<file path="src/rtl/axi_uart_slave.sv">
// AXI-Lite style register front end for a byte UART: RX/TX byte FIFOs behind a
// four-register map, with independent single-outstanding write and read engines.

module axi_uart_slave_fifo #(
  parameter int nb = 4
) (
  input  logic       clk,
  input  logic       rst,
  input  logic       flush,
  input  logic       push,
  input  logic [7:0] din,
  input  logic       pop,
  output logic [7:0] dout,
  output logic       empty,
  output logic       full,
  output logic       push_ok
);
  localparam int DEPTH = 1 << nb;
  localparam logic [nb-1:0] PTR_ONE = nb'(1);
  localparam logic [nb:0]   CNT_ONE = (nb + 1)'(1);

  logic [7:0]    mem [DEPTH];
  logic [nb-1:0] wr_ptr_reg, rd_ptr_reg;
  logic [nb:0]   cnt_reg;
  logic          do_push, do_pop;

  // Count saturates at DEPTH, so its top bit alone means full.
  assign empty   = (cnt_reg == '0);
  assign full    = cnt_reg[nb];
  assign do_pop  = pop & ~empty;
  assign push_ok = ~full | do_pop;
  assign do_push = push & push_ok;
  assign dout    = empty ? 8'h00 : mem[rd_ptr_reg];

  always_ff @(posedge clk or negedge rst) begin
    if (!rst) begin
      wr_ptr_reg <= '0;
      rd_ptr_reg <= '0;
      cnt_reg    <= '0;
    end else if (flush) begin
      wr_ptr_reg <= '0;
      rd_ptr_reg <= '0;
      cnt_reg    <= '0;
    end else begin
      if (do_push) wr_ptr_reg <= wr_ptr_reg + PTR_ONE;
      if (do_pop)  rd_ptr_reg <= rd_ptr_reg + PTR_ONE;
      case ({do_push, do_pop})
        2'b10:   cnt_reg <= cnt_reg + CNT_ONE;
        2'b01:   cnt_reg <= cnt_reg - CNT_ONE;
        default: cnt_reg <= cnt_reg;
      endcase
    end
  end

  always_ff @(posedge clk) begin
    if (do_push && !flush) mem[wr_ptr_reg] <= din;
  end
endmodule

module axi_uart_slave #(
  parameter int nbfifo = 4
) (
  input  logic        clk,
  input  logic        rst,
  input  logic [3:0]  awadr,
  input  logic        awvld,
  output logic        awrdy,
  input  logic [31:0] wdat,
  input  logic        wvld,
  output logic        wrdy,
  output logic [1:0]  bresp,
  output logic        bvld,
  input  logic        brdy,
  input  logic [3:0]  aradr,
  input  logic        arvld,
  output logic        arrdy,
  output logic [31:0] rdat,
  output logic        rvld,
  input  logic        rrdy,
  input  logic [7:0]  rx_data,
  input  logic        rx_wr,
  output logic [7:0]  tx_data,
  input  logic        tx_rd,
  output logic        tx_vld
);
  localparam logic [1:0] REG_RXDATA = 2'd0;
  localparam logic [1:0] REG_TXDATA = 2'd1;
  localparam logic [1:0] REG_STAT   = 2'd2;
  localparam logic [1:0] REG_CTRL   = 2'd3;
  localparam int RX = 0;
  localparam int TX = 1;

  typedef enum logic { W_IDLE, W_RESP } w_state_t;
  typedef enum logic { R_IDLE, R_DATA } r_state_t;

  w_state_t w_state_reg, w_state_next;
  r_state_t r_state_reg, r_state_next;

  logic        w_accept, r_accept;
  logic [1:0]  w_sel, r_sel;
  logic [1:0]  bresp_reg;
  logic [31:0] rdat_reg, rdat_next;
  logic        flush_tx_reg, flush_rx_reg;

  logic [1:0] fifo_push, fifo_pop, fifo_flush;
  logic [1:0] fifo_empty, fifo_full, fifo_push_ok;
  logic [7:0] fifo_din  [2];
  logic [7:0] fifo_dout [2];

  assign w_sel = awadr[3:2];
  assign r_sel = aradr[3:2];

  // Index RX feeds from the local side and drains to AXI reads; TX the reverse.
  assign fifo_push[RX]  = rx_wr;
  assign fifo_din[RX]   = rx_data;
  assign fifo_pop[RX]   = r_accept && (r_sel == REG_RXDATA);
  assign fifo_flush[RX] = flush_rx_reg;
  assign fifo_push[TX]  = w_accept && (w_sel == REG_TXDATA);
  assign fifo_din[TX]   = wdat[7:0];
  assign fifo_pop[TX]   = tx_rd;
  assign fifo_flush[TX] = flush_tx_reg;

  generate
    for (genvar gi = 0; gi < 2; gi++) begin : g_fifo
      axi_uart_slave_fifo #(.nb(nbfifo)) u_fifo (
        .clk     (clk),
        .rst     (rst),
        .flush   (fifo_flush[gi]),
        .push    (fifo_push[gi]),
        .din     (fifo_din[gi]),
        .pop     (fifo_pop[gi]),
        .dout    (fifo_dout[gi]),
        .empty   (fifo_empty[gi]),
        .full    (fifo_full[gi]),
        .push_ok (fifo_push_ok[gi])
      );
    end
  endgenerate

  assign tx_data = fifo_dout[TX];
  assign tx_vld  = ~fifo_empty[TX];

  // Write engine
  always_ff @(posedge clk or negedge rst) begin
    if (!rst) w_state_reg <= W_IDLE;
    else      w_state_reg <= w_state_next;
  end

  always_comb begin
    w_state_next = w_state_reg;
    case (w_state_reg)
      W_IDLE: if (awvld && wvld) w_state_next = W_RESP;
      W_RESP: if (brdy)          w_state_next = W_IDLE;
    endcase
  end

  // Ready is combinational in idle, so it must also be held off during reset.
  always_comb begin
    w_accept = 1'b0;
    bvld     = 1'b0;
    case (w_state_reg)
      W_IDLE: w_accept = rst & awvld & wvld;
      W_RESP: bvld     = 1'b1;
    endcase
  end

  assign awrdy = w_accept;
  assign wrdy  = w_accept;
  assign bresp = bresp_reg;

  always_ff @(posedge clk or negedge rst) begin
    if (!rst) begin
      bresp_reg    <= 2'b00;
      flush_tx_reg <= 1'b0;
      flush_rx_reg <= 1'b0;
    end else begin
      flush_tx_reg <= w_accept && (w_sel == REG_CTRL) && wdat[0];
      flush_rx_reg <= w_accept && (w_sel == REG_CTRL) && wdat[1];
      if (w_accept)
        bresp_reg <= ((w_sel == REG_TXDATA) && !fifo_push_ok[TX]) ? 2'b10 : 2'b00;
    end
  end

  // Read engine
  always_ff @(posedge clk or negedge rst) begin
    if (!rst) r_state_reg <= R_IDLE;
    else      r_state_reg <= r_state_next;
  end

  always_comb begin
    r_state_next = r_state_reg;
    case (r_state_reg)
      R_IDLE: if (arvld) r_state_next = R_DATA;
      R_DATA: if (rrdy)  r_state_next = R_IDLE;
    endcase
  end

  always_comb begin
    r_accept = 1'b0;
    rvld     = 1'b0;
    case (r_state_reg)
      R_IDLE: r_accept = rst & arvld;
      R_DATA: rvld     = 1'b1;
    endcase
  end

  assign arrdy = r_accept;
  assign rdat  = rdat_reg;

  always_comb begin
    rdat_next = 32'h0;
    case (r_sel)
      REG_RXDATA: rdat_next = {24'h0, fifo_dout[RX]};
      REG_STAT:   rdat_next = {28'h0, fifo_full[TX], fifo_empty[TX],
                               fifo_full[RX], ~fifo_empty[RX]};
      default:    rdat_next = 32'h0;
    endcase
  end

  always_ff @(posedge clk or negedge rst) begin
    if (!rst)          rdat_reg <= 32'h0;
    else if (r_accept) rdat_reg <= rdat_next;
  end
endmodule

</file>
<file path="config.mk">
export PLATFORM = sky130hd
export DESIGN_NAME = axi_uart_slave
export DESIGN_NICKNAME = d
export VERILOG_FILES = /design/src/rtl/axi_uart_slave.sv
export SDC_FILE = /design/constraint.sdc
export NUM_CORES = 1
export LEC_CHECK = 0
export BUFFER_PORTS_ARGS = -buffer_cell sky130_fd_sc_hd__buf_2
export CAP_MARGIN = 20
export CORE_UTILIZATION = 36
export CTS_BUF_LIST = sky130_fd_sc_hd__clkbuf_2
export CTS_CLUSTER_DIAMETER = 80
export DETAILED_ROUTE_END_ITERATION = 16
export SLEW_MARGIN = 25
export SYNTH_ARGS = -nofsm -noshare
export SYNTH_HDL_FRONTEND = slang
export SYNTH_HIERARCHICAL = 1
export SYNTH_SLANG_ARGS = --single-unit
export TNS_END_PERCENT = 100
</file>
<file path="constraint.sdc">
create_clock -name clk -period 2.8 [get_ports clk]
set_clock_uncertainty 0.2 [all_clocks]
set_input_delay 0.56 -clock clk [delete_from_list [all_inputs] [get_ports clk]]
set_output_delay 0.56 -clock clk [all_outputs]
set_load 0.03 [all_outputs]
</file>
==> results, run 1 <==
- In this run the critical register-to-register path is launched from g_fifo[1].u_fifo/cnt_reg[4].
- Global routing used 15.4% of the available tracks across all layers.
- Setup violations remaining at the end of the flow were counted as 9.
- The post-synthesis cell area is 12500 um^2.
- No sink is reached through more buffers than the 3 on the longest clock path.
- The number of buffers inserted during clock tree synthesis is 76.
- The critical path class is register to output pin.
- The routed design has 26400 um of wire.
- The count of cells along the worst hold path is 2.
- For this run, the register share of the synthesized area comes to 69.2%.
- The worst supply voltage drop on vdd is between 0.5 and 0.6 mV.
- At the worst endpoint, the arrival time is about 2600 ps.
- Measured along the y axis, the die boundary spans 188 um.
- For this run, the post-layout net count is roughly 1000.
- The slack of the worst reg-to-reg path is 210 ps.
- The clock root buffer is sky130_fd_sc_hd__clkbuf_2.
- In the final routed layout, each cell accounts on average for 18.2 um.
- Counting I/O delays and the setup requirement, the final critical path takes roughly 3300 ps.
- Static timing analysis puts the maximum clock frequency at 0.302 GHz.
- Summed over all nets, the half-perimeter wirelength after detailed placement is 16800 um.
- Measured against its own limit, the worst slew margin works out to 57.7%.
- Global routing consumed, on the met3 layer, about 4% of the routing resources.
- met2 is the most crowded layer.
- The worst setup path is captured at an output pin.
- The residual overflow from global routing is 0.
- The layout-stage area growth over the synthesis result is 19.7%.
- In this run the remaining antenna-violating nets after routing total 0.
- The pin count of the biggest net entering global routing is 38.
- The count of input and output buffers is 51.
- The detailed-route via count is 6975.
- The core footprint is 33900 um^2.
- The worst min-delay path class is register to register.
- The starting DRC count in detailed routing is 380.
- The number of slew-limit violations in the final report is 0.
- The main flop type after synthesis is sky130_fd_sc_hd__edfxtp_1.
- The clock reaches the later pin of the worst-skew pair after 880 ps.
- The actual slew at the worst max-slew pin is 635 ps.
- Counting distinct cell types in the post-synthesis netlist gives 51.
- The via count of the first global-routing pass is 7379.
- The number of instances in the synthesized netlist is 732.
- The cell count of the worst reg-to-reg path is 7.
- The met2 routing resource usage after global routing is 26.1%.
- The number of H-tree levels is 3.
- Setup repair after global routing could not meet its margin everywhere.
- The most frequently used cell type in the post-synthesis netlist is sky130_fd_sc_hd__edfxtp_1.
- The final RePlAce weighted congestion is around 0.75.
- STA puts the critical path data required time at between 2000 and 2500 ps.
- The checks that failed: negative setup slack.
- The number of synthesized register bits is 295.
- The leading area contributor after synthesis is sky130_fd_sc_hd__edfxtp_1.
- The clock net in this run drives a total of 295 sinks.
- The endpoint identified for the worst register-to-register timing path is bresp[1].
- The maximum net fanout on the critical path is 7.
- In this run the count of I/O pins placed on the die edge is ~110.
- A synthesized cell averages 17.1 um^2.
- After synthesis, the largest area contributor takes up between 60% and 70% of total cell area.
- The fraction of the core area covered by cells at the end of the flow is between 40% and 50%.
- Counting instances in the post-synthesis netlist gives the leading cell types as sky130_fd_sc_hd__edfxtp_1, sky130_fd_sc_hd__mux4_2, sky130_fd_sc_hd__nor2_1, sky130_fd_sc_hd__dfrtp_1, sky130_fd_sc_hd__mux2i_1.
- The effective utilization at floorplan is 37.0%.
- TritonCTS built the clock tree.
- For hold timing, the worst endpoint is rdat[4].
- Power spread over the standard cell area amounts to around 850 nW/um^2.
- The clock transition time at the flip-flop clock pins of the worst setup and hold paths is 90 ps.
- The static leakage is 0.00543 uW.
- The worst hold path begins at rdat[4].
- The first global-routing pass estimated between 40000 and 50000 um of wire.
- The number of search-and-repair iterations in the first detailed-routing pass is 4.
- Ranked by total cell area, the synthesized netlist is headed by sky130_fd_sc_hd__edfxtp_1, sky130_fd_sc_hd__mux4_2, sky130_fd_sc_hd__dfrtp_1.
- The register with the most flip-flops in the layout has 256 of them.
- The number of antenna violations at the first check in global routing is 2.
- From left edge to right edge, the die measures 188 um.
- The run finished, with violations left.
- Using the TritonRoute via totals, the vias-per-cell ratio works out to 4.80.
- The share of the clock period used by the worst path after layout is 118%.
- In the routed design, unresolved DRC markers number 0.
- Yosys printed 6 warnings.
- The total count of hold-check failures in the final report was 0.
- The number of enable flip-flop cells after synthesis is 256.
- In the final layout, the share of cells above drive strength 1 is between 30 and 40%.
- The design draws 12700 uW.
- In this run the core area contains between 60 and 70 standard-cell rows.
- Across the run, the number of max-cap violations was 0.
- For this run, global-route usage on met1 was measured as 18.6%.
- The share of flip-flops with an asynchronous set or reset after synthesis is 13.2%.
- The launching element type of the critical path is a register.
- The die outline area is 35500 um^2.
- The final-layout setup total negative slack is -4070 ps.
- The final worst slack is -510 ps.
## metrics by stage
| stage | instances | hold slack (ps) | setup slack [ps] | instance area (um^2) |
|---|---|---|---|---|
| after global routing | 1452 | 269 | -692 | 15000 |
| after detailed placement | 1270 | 275 | -66.4 | 13700 |
| after global placement | 1270 | 269 | -46.6 | 13700 |
| final | 1452 | 291 | -510 | 15000 |
| after CTS | 1453 | 207 | -699 | 15000 |
| after floorplan | 756 | 64.4 | 11.7 | 12600 |
## routing by layer
layer | share of wire [%] | vias up
met4 | 1.8 | 0
li1 | - | 3281
met3 | 4.4 | 41
met1 | 43 | 3493
met5 | 0 | -
met2 | 51 | 160
## how the worst max path moves through the flow
| stage | to | from | depth (start not counted) | slack, ps |
|---|---|---|---|---|
| final | tx_data[7] | g_fifo[1].u_fifo/rd_ptr_reg[0] | 6 | -510 |
| after global routing | tx_data[5] | g_fifo[1].u_fifo/rd_ptr_reg[0] | 6 | -690 |
| after CTS | tx_data[2] | g_fifo[1].u_fifo/rd_ptr_reg[0] | 7 | -700 |
| after detailed placement | g_fifo[0].u_fifo/cnt_reg[4] | rst | 12 | -70 |
| after global placement | g_fifo[0].u_fifo/cnt_reg[4] | rst | 12 | -50 |
| after floorplan | g_fifo[0].u_fifo/cnt_reg[4] | r_state_reg | 11 | 10 |
## critical path: stages (launching register included)
cell and delay, ps:
sky130_fd_sc_hd__dfrtp_2 390, sky130_fd_sc_hd__buf_12 130, sky130_fd_sc_hd__buf_12 130, sky130_fd_sc_hd__mux4_2 510
sky130_fd_sc_hd__mux2i_2 230, sky130_fd_sc_hd__o22ai_1 110, sky130_fd_sc_hd__buf_4 180
## cell families (layout without fill, tap and decap cells)
kind of cell,after synthesis,in the layout,share of synthesized area [%]
xor gates and xnor gates,14,14,0.980
AOI/OAI and AO/OA,74,74,4.06
and+or+nand+nor,149,149,6.13
DFF,295,295,69.2
muxes,103,103,14.6
adders and majority gates,14,14,1.40
other,1,27,0.0300
buffers and inverters,82,328,3.57
## what timing repair did
item | CTS | global route
resized for setup | 23 | 15
endpoints found under the hold margin | 320 | 39
hold buffers | 35 | 1
pin swaps | 4 | 8
endpoints found under the setup margin | 9 | 12
buffers inserted | 10 | 0
cloned | 2 | 0
## placed cells by master (no fill, tap or decap), types with 8 or more instances in the layout
cell / count
sky130_fd_sc_hd__o21ai_1: 10
sky130_fd_sc_hd__conb_1: 25
sky130_fd_sc_hd__inv_1: 23
sky130_fd_sc_hd__mux2i_1: 33
sky130_fd_sc_hd__nor2_1: 57
sky130_fd_sc_hd__o22ai_1: 13
sky130_fd_sc_hd__edfxtp_1: 256
sky130_fd_sc_hd__dfrtp_1: 35
sky130_fd_sc_hd__clkinv_1: 11
sky130_fd_sc_hd__buf_2: 41
sky130_fd_sc_hd__nor3_1: 8
sky130_fd_sc_hd__xor2_1: 8
sky130_fd_sc_hd__nand2_1: 25
sky130_fd_sc_hd__nand3_1: 18
sky130_fd_sc_hd__buf_4: 80
sky130_fd_sc_hd__mux4_2: 64
sky130_fd_sc_hd__ha_1: 14
sky130_fd_sc_hd__clkbuf_2: 117
sky130_fd_sc_hd__a21oi_1: 11
sky130_fd_sc_hd__dlygate4sd3_1: 35
## report_power, final
part,switching (uW),internal (uW),total [uW],leakage (uW)
registers,287,5050,5330,0.00278
logic,2230,2110,4340,0.00209
clock network,1710,1290,3000,0.000556
## layout make-up
class	count	area, um^2
inverter	24	90.1
timing repair buffer	168	1340
tap	448	561
multi-input combinational	379	3590
clock buffer	117	586
clock inverter	19	136
antenna	2	5.00
sequential	295	8670
fill	3060	18900
No activity file was read; power rests on OpenSTA's default activity.
==> inputs of run 2 (changes only) <==
TNS_END_PERCENT = 1   (was 100)
==> results, run 2 (synthesis gave the netlist of run 1 again) <==
- The run finished, with violations left.
- The checks that failed: negative setup slack.
- The library cells used most frequently in the layout, excluding fill and tap cells, are sky130_fd_sc_hd__edfxtp_1, sky130_fd_sc_hd__clkbuf_2, sky130_fd_sc_hd__buf_4.
- The number of buffers inserted during clock tree synthesis is 76 (unchanged).
- The number of slew-limit violations in the final report is 0 (unchanged).
- The critical path is of the register to output pin type.
- The die outline area was 35500 um^2 (unchanged).
- The worst supply voltage drop on vdd came to 0.504 mV (-9.4%).
- Setup repair after global routing could not meet its margin everywhere.
- The achievable frequency is 0.302 GHz (-0.16%).
- The total routing usage reported by global routing is 15.3% (-0.094 points).
- The maximum buffer depth of the clock tree is 3 (unchanged).
- The worst-case headroom to the max-slew limit is 57.9% (+0.24 points).
- The final-layout setup total negative slack is -4290 ps (-222 ps).
- The width of the chip is 188 um (unchanged).
- The worst min-delay path class is input port to asynchronous set/reset pin.
- The cell count of the worst reg-to-reg path is 11 (+4).
- The effective utilization at floorplan is 37.0% (unchanged).
- The static leakage is 0.00542 uW (-0.13%).
- The fill cell instance count of the final layout is 3062 (+0.065%).
- The starting DRC count in detailed routing is 342 (-10%).
- The layout-stage area growth over the synthesis result is 19.6% (about the same).
- The number of antenna violations at the first check in global routing is 3 (+1).
- The total count of hold-check failures in the final report was 0 (unchanged).
- The residual overflow from global routing is 0 (unchanged).
- The number of nets in the layout is 1015 (unchanged).
- The fraction of the core area covered by cells at the end of the flow is 44.2% (about the same).
- The I/O pin count was 105 (unchanged).
- The count of antenna-violating nets left after detailed routing was 0 (unchanged).
- The wire length per cell after detailed routing is 18.2 um (+0.28%).
- The worst setup slack after placement came to -66.4 ps (unchanged).
- The die height is 188 um (unchanged).
- The DRC violations left came to 0 (unchanged).
- The leading cell type in the layout, fill and taps excluded is sky130_fd_sc_hd__edfxtp_1.
- The pin count of the biggest net entering global routing is 38 (unchanged).
- The first-pass GRT wire length was 40900 um (-0.59%).
- The max-capacitance violation count is 0 (unchanged).
- STA classifies the critical path startpoint as a register.
- TritonCTS built the clock tree.
- The number of cell rows was 67 (unchanged).
- The flip-flop count of the largest register after layout is 256 (unchanged).
- The signal arrival time at the worst endpoint was 2560 ps (about the same).
- The actual slew at the worst max-slew pin is 631 ps (-3.54 ps).
- The share of the clock period used by the worst path after layout was 118% (+0.19 points).
- The final period demand of the worst path is 3320 ps (+5.41 ps).
- The proportion of layout cells with a drive suffix above 1 is 35.7% (-0.10 points).
- The average via count per standard cell is 4.80 (unchanged).
- The clock sink total came to 295 (unchanged).
- The final wirelength is 26400 um (+0.28%).
- The total power draw is 12600 uW (-0.26%).
- The power per standard cell area is 844 nW/um^2 (-0.18%).
- The core footprint was 33900 um^2 (unchanged).
- The number of setup violations in the final report came to 9 (unchanged).
- The final worst slack was -516 ps (-5.41 ps).
- The number of H-tree levels came to 3 (unchanged).
- The detailed-placement wirelength estimate is 16800 um (unchanged).
- The required time of the worst setup path was 2040 ps (about the same).
- The number of search-and-repair iterations in the first detailed-routing pass is 5 (+1).
- STA classifies the critical path endpoint as an output pin.
- The clock insertion delay at the later pin of the skew report is 880 ps (about the same).
- The final RePlAce weighted congestion came to 0.753 (unchanged).
- CTS placed an instance of sky130_fd_sc_hd__clkbuf_2 at the clock tree root.
- The detailed-route via count is 6975 (unchanged).
- The worst-case hold slack is 110 ps (-181 ps).
- The via count of the first global-routing pass is 7338 (-0.56%).
- The maximum net fanout on the critical path is 7 (unchanged).
- The count of input and output buffers is 51 (unchanged).
- The clock transition time at the flip-flop clock pins of the worst setup and hold paths was 100 ps (about the same).
run 2: cell type report:
class	count	area, um^2	area share [%]
timing repair buffer	168	1330	8.89
inverter	24	90.1	0.602
multi-input combinational	379	3590	24.0
antenna	2	5.00	0.0334
clock buffer	117	586	3.91
tap	448	561	3.74
clock inverter	19	136	0.911
sequential	295	8670	57.9
run 2: path summary, 6_finish.rpt:
check | slack (ps) | endpoint | start
worst max-delay path | -520 | tx_data[3] | g_fifo[1].u_fifo/rd_ptr_reg[0]
worst min-delay path | 110 | bresp[1] | rst
worst max register to register | 210 | g_fifo[1].u_fifo/cnt_reg[4] | w_state_reg
worst min register to register | 290 | rdat[5] | rdat[5]
max in group asynchronous | 1630 | rdat[4] | rst
min in group clk | 270 | rdat[3] | rst
run 2: through the flow:
stage,area [um^2],std cells
final,15000,1452
after global routing,15000,1452
after CTS,14900,1446
after detailed placement,13700,1270
after global placement,13700,1270
after floorplan,12600,756
run 2: routing by layer:
metal / vias up / GRT usage (%) / routed length, um
li1: 3280 / - / -
met1: 3479 / 18.5 / 11200
met2: 170 / 26.0 / 13500
met3: 44 / 3.97 / 1200
met4: 2 / 6.39 / 510
met5: - / 0 / 13
run 2: worst max-delay path: stages (launching register included):
cell	delay, ps
sky130_fd_sc_hd__dfrtp_2	400
sky130_fd_sc_hd__buf_12	140
sky130_fd_sc_hd__clkbuf_16	170
sky130_fd_sc_hd__mux4_2	490
sky130_fd_sc_hd__mux2i_1	180
sky130_fd_sc_hd__o22ai_1	120
sky130_fd_sc_hd__buf_2	190
run 2: power breakdown:
| part | leakage [uW] | switching [uW] | total [uW] | internal (uW) |
|---|---|---|---|---|
| registers | 0.00278 | 301 | 5350 | 5050 |
| clock network | 0.000556 | 1710 | 3000 | 1290 |
| logic | 0.00208 | 2210 | 4290 | 2080 |
run 2: timing repair:
action / CTS / global route
gates cloned: 1 / 1
hold endpoints to repair: 320 / 36
gates resized for setup: 16 / 18
pin swaps: 1 / 3
setup endpoints to repair: 9 / 12
hold buffers: 35 / 1
setup buffers: 4 / 3
==> inputs of run 3 (changes only) <==
SKIP_CTS_REPAIR_TIMING = 1   (was not set)
clock period = 3.45 ns   (was 2.8 ns; I/O delays follow)
==> results, run 3 (synthesis gave the netlist of run 1 again) <==
- The signal arrival time at the worst endpoint is 2710 ps (+150 ps).
- The number of search-and-repair iterations in the first detailed-routing pass came to 5 (unchanged).
- The number of antenna violations at the first check in global routing is 1 (-2).
- The fraction of the core area covered by cells at the end of the flow is 43.5% (-0.70 points).
- The core footprint is 33900 um^2 (unchanged).
- The average via count per standard cell is 4.85 (+0.97%).
- The static leakage is 0.00532 uW (-1.9%).
- The width of the chip came to 188 um (unchanged).
- The met3 track utilization from global routing is 3.97% (unchanged).
- The residual overflow from global routing is 0 (unchanged).
- The critical path class is register to output pin.
- The final worst slack was -148 ps (+368 ps).
- The launching instance or port of the critical path is g_fifo[1].u_fifo/cnt_reg[0].
- The starting DRC count in detailed routing is 460 (+35%).
- The power per standard cell area is 676 nW/um^2 (-20%).
- The worst setup slack after placement is 135 ps (+201 ps).
- The worst setup path is captured at an output pin.
- The DRC violations left is 0 (unchanged).
- The worst-case headroom to the max-slew limit came to 42.2% (-16 points).
- The worst supply voltage drop on vdd was 0.490 mV (-2.9%).
- For this design, the slowest cell found on the critical path is sky130_fd_sc_hd__or4_4.
- Setup repair after global routing could not meet its margin everywhere.
- The detailed-route via count came to 6975 (unchanged).
- The final wirelength is 26200 um (-0.95%).
- The TritonCTS clock tree is built.
- The slack of the worst reg-to-reg path is 560 ps (+350 ps).
- The wire length per cell after detailed routing is 18.2 um (about the same).
- In this run the most critical hold path is launched from wvld.
- The total internal power is 6570 uW (-22%).
- The flow ran to the end, but the final reports show violations.
- The power share of the combinational group is 32.3% (-1.6 points).
- The total power draw is 9960 uW (-21%).
- The number of slew-limit violations in the final report came to 0 (unchanged).
- The die height is 188 um (unchanged).
- The number of H-tree levels is 3 (unchanged).
- The count of input and output buffers is 51 (unchanged).
- The layout-stage area growth over the synthesis result is 17.7%.
- The total count of hold-check failures in the final report is 0 (unchanged).
- The die outline area is 35500 um^2 (unchanged).
- The delay of the slowest critical-path stage is 590 ps (+100 ps).
- The final RePlAce weighted congestion came to 0.805 (+6.8%).
- The part of the total power dissipated in the clock network came to 23.6% (-0.2 points).
- The leading cell type in the layout, fill and taps excluded is sky130_fd_sc_hd__edfxtp_1.
- The number of cell rows was 67 (unchanged).
- The destination of the critical timing path is tx_data[7].
- The count of antenna-violating nets left after detailed routing is 0 (unchanged).
- The share of the clock period used by the worst path after layout is 104%.
- The layer flagged by global routing as most heavily used is met2.
- The number of buffers inserted during clock tree synthesis is 78 (+2.6%).
- The number of setup violations in the final report is 8 (-1).
- The flip-flop count of the largest register after layout is 256 (unchanged).
- For the finished layout, the period the worst path requires is between 3000 and 4000 ps.
- The fraction of power spent switching nets is 34.0% (+0.67 points).
- The post-placement cell area is 13500 um^2 (-1.1%).
- The fill cell instance count of the final layout was 3087 (+0.82%).
- The via count of the first global-routing pass is 7030 (-4.2%).
- The max-capacitance violation count came to 0 (unchanged).
- The clock transition time at the flip-flop clock pins of the worst setup and hold paths is 100 ps (about the same).
- The proportion of layout cells with a drive suffix above 1 came to 34.4% (-1.4 points).
- The final cell area excluding filler cells is 14700 um^2 (-1.6%).
- The number of nets in the layout came to 1000 (-1.5%).
- The worst setup path is launched from a register.
- The I/O pin count is 105 (unchanged).
- The checks that failed: negative setup slack.
- The clock insertion delay at the later pin of the skew report is 930 ps (+50 ps).
- The achievable frequency is roughly 0.28 GHz.
- The destination of the worst register-to-register timing path is g_fifo[0].u_fifo/cnt_reg[4].
- The met2 routing resource usage after global routing came to 25.2% (-0.75 points).
- Walking the worst path, the cells encountered are or4_4 -> buf_8 -> o21ai_4 -> buf_6 -> o22ai_1 -> buf_2.
- The maximum buffer depth of the clock tree is 3 (unchanged).
- The required time of the worst setup path is 2560 ps (+520 ps).
- The maximum net fanout on the critical path is 8 (+1).
- The detailed-placement wirelength estimate is 16600 um (-0.72%).
- The clock sink total was 295 (unchanged).
- The total routing usage reported by global routing is 15.0% (-0.29 points).
- The power dissipated by switching net loads is 3390 uW (-20%).
- The share of total power in sequential cells is 44.2% (+1.9 points).
- The cell count of the worst reg-to-reg path is 10 (-1).
- In the layout the commonest cells are sky130_fd_sc_hd__edfxtp_1, sky130_fd_sc_hd__clkbuf_2, sky130_fd_sc_hd__buf_4.
- The tree is rooted in a sky130_fd_sc_hd__clkbuf_2.
- The startpoint identified for the worst register-to-register timing path is r_state_reg.
- The first-pass GRT wire length was 40100 um (-2.0%).
- The global routing met1 resource utilization is 18.3% (-0.14 points).
- The pin count of the biggest net entering global routing was 41 (+7.9%).
- The actual slew at the worst max-slew pin was 867 ps (+236 ps).
- The effective utilization at floorplan was 37.0% (unchanged).
- The worst hold path belongs to the class input port to register.
[run 3: changes by cell type in the layout (fill, tap and decap cells not counted), sizes merged, moves of 2 or more]
cell	change
clkinv	+6
dlygate4sd3	-2
clkbuf	-2
bufinv	-2
buf	-14
[run 3: cell type report]
cell class / count / area (um^2) / area share, %
Inverter: 24 / 90.1 / 0.612
Clock buffer: 116 / 581 / 3.94
Tap cell: 448 / 561 / 3.81
Timing Repair Buffer: 151 / 1160 / 7.86
Multi-Input combinational cell: 379 / 3550 / 24.1
Sequential cell: 295 / 8670 / 58.9
Clock inverter: 24 / 120 / 0.815
Antenna cell: 1 / 2.50 / 0.0170
[run 3: how the worst min path moves through the flow]
stage | to | slack, ps | cells past startpoint
after global placement | rdat[7] | 270 | 2
final | g_fifo[1].u_fifo/wr_ptr_reg[3] | 250 | 7
after detailed placement | rdat[3] | 270 | 2
after global routing | g_fifo[1].u_fifo/wr_ptr_reg[3] | 200 | 7
after CTS | r_state_reg | -390 | 2
after floorplan | bresp[1] | 190 | 0
[run 3: power groups by stage]
stage                     clock network [uW]  registers, uW  logic (uW)
after detailed placement                   0           4500        2940
after CTS                               2460           4420        2950
after global placement                     0           4490        2910
final                                   2350           4400        3210
after floorplan                            0           4370        2270
after global routing                    2640           4450        3480
[run 3: per-layer routing]
| layer | wire length [um] | share of wire (%) |
|---|---|---|
| met1 | 11100 | 42 |
| met2 | 13500 | 52 |
| met3 | 1110 | 4.2 |
| met4 | 450 | 1.7 |
| met5 | 0 | 0 |
[run 3: critical path: cells and delay by family, from the launching register on]
| family | cells | cell delay, ps |
|---|---|---|
| flops | 1 | 450 |
| buf+inv | 3 | 500 |
| compound gates | 2 | 220 |
| simple gates | 1 | 590 |
[run 3: per-stage QoR]
stage / cells / hold WS, ps / TNS (ps)
floorplan: 756 / 194 / 0
global placement: 1253 / 269 / 0
detailed placement: 1253 / 274 / 0
CTS: 1393 / -386 / -3830
global route: 1438 / 195 / -2200
finish: 1438 / 250 / -1100
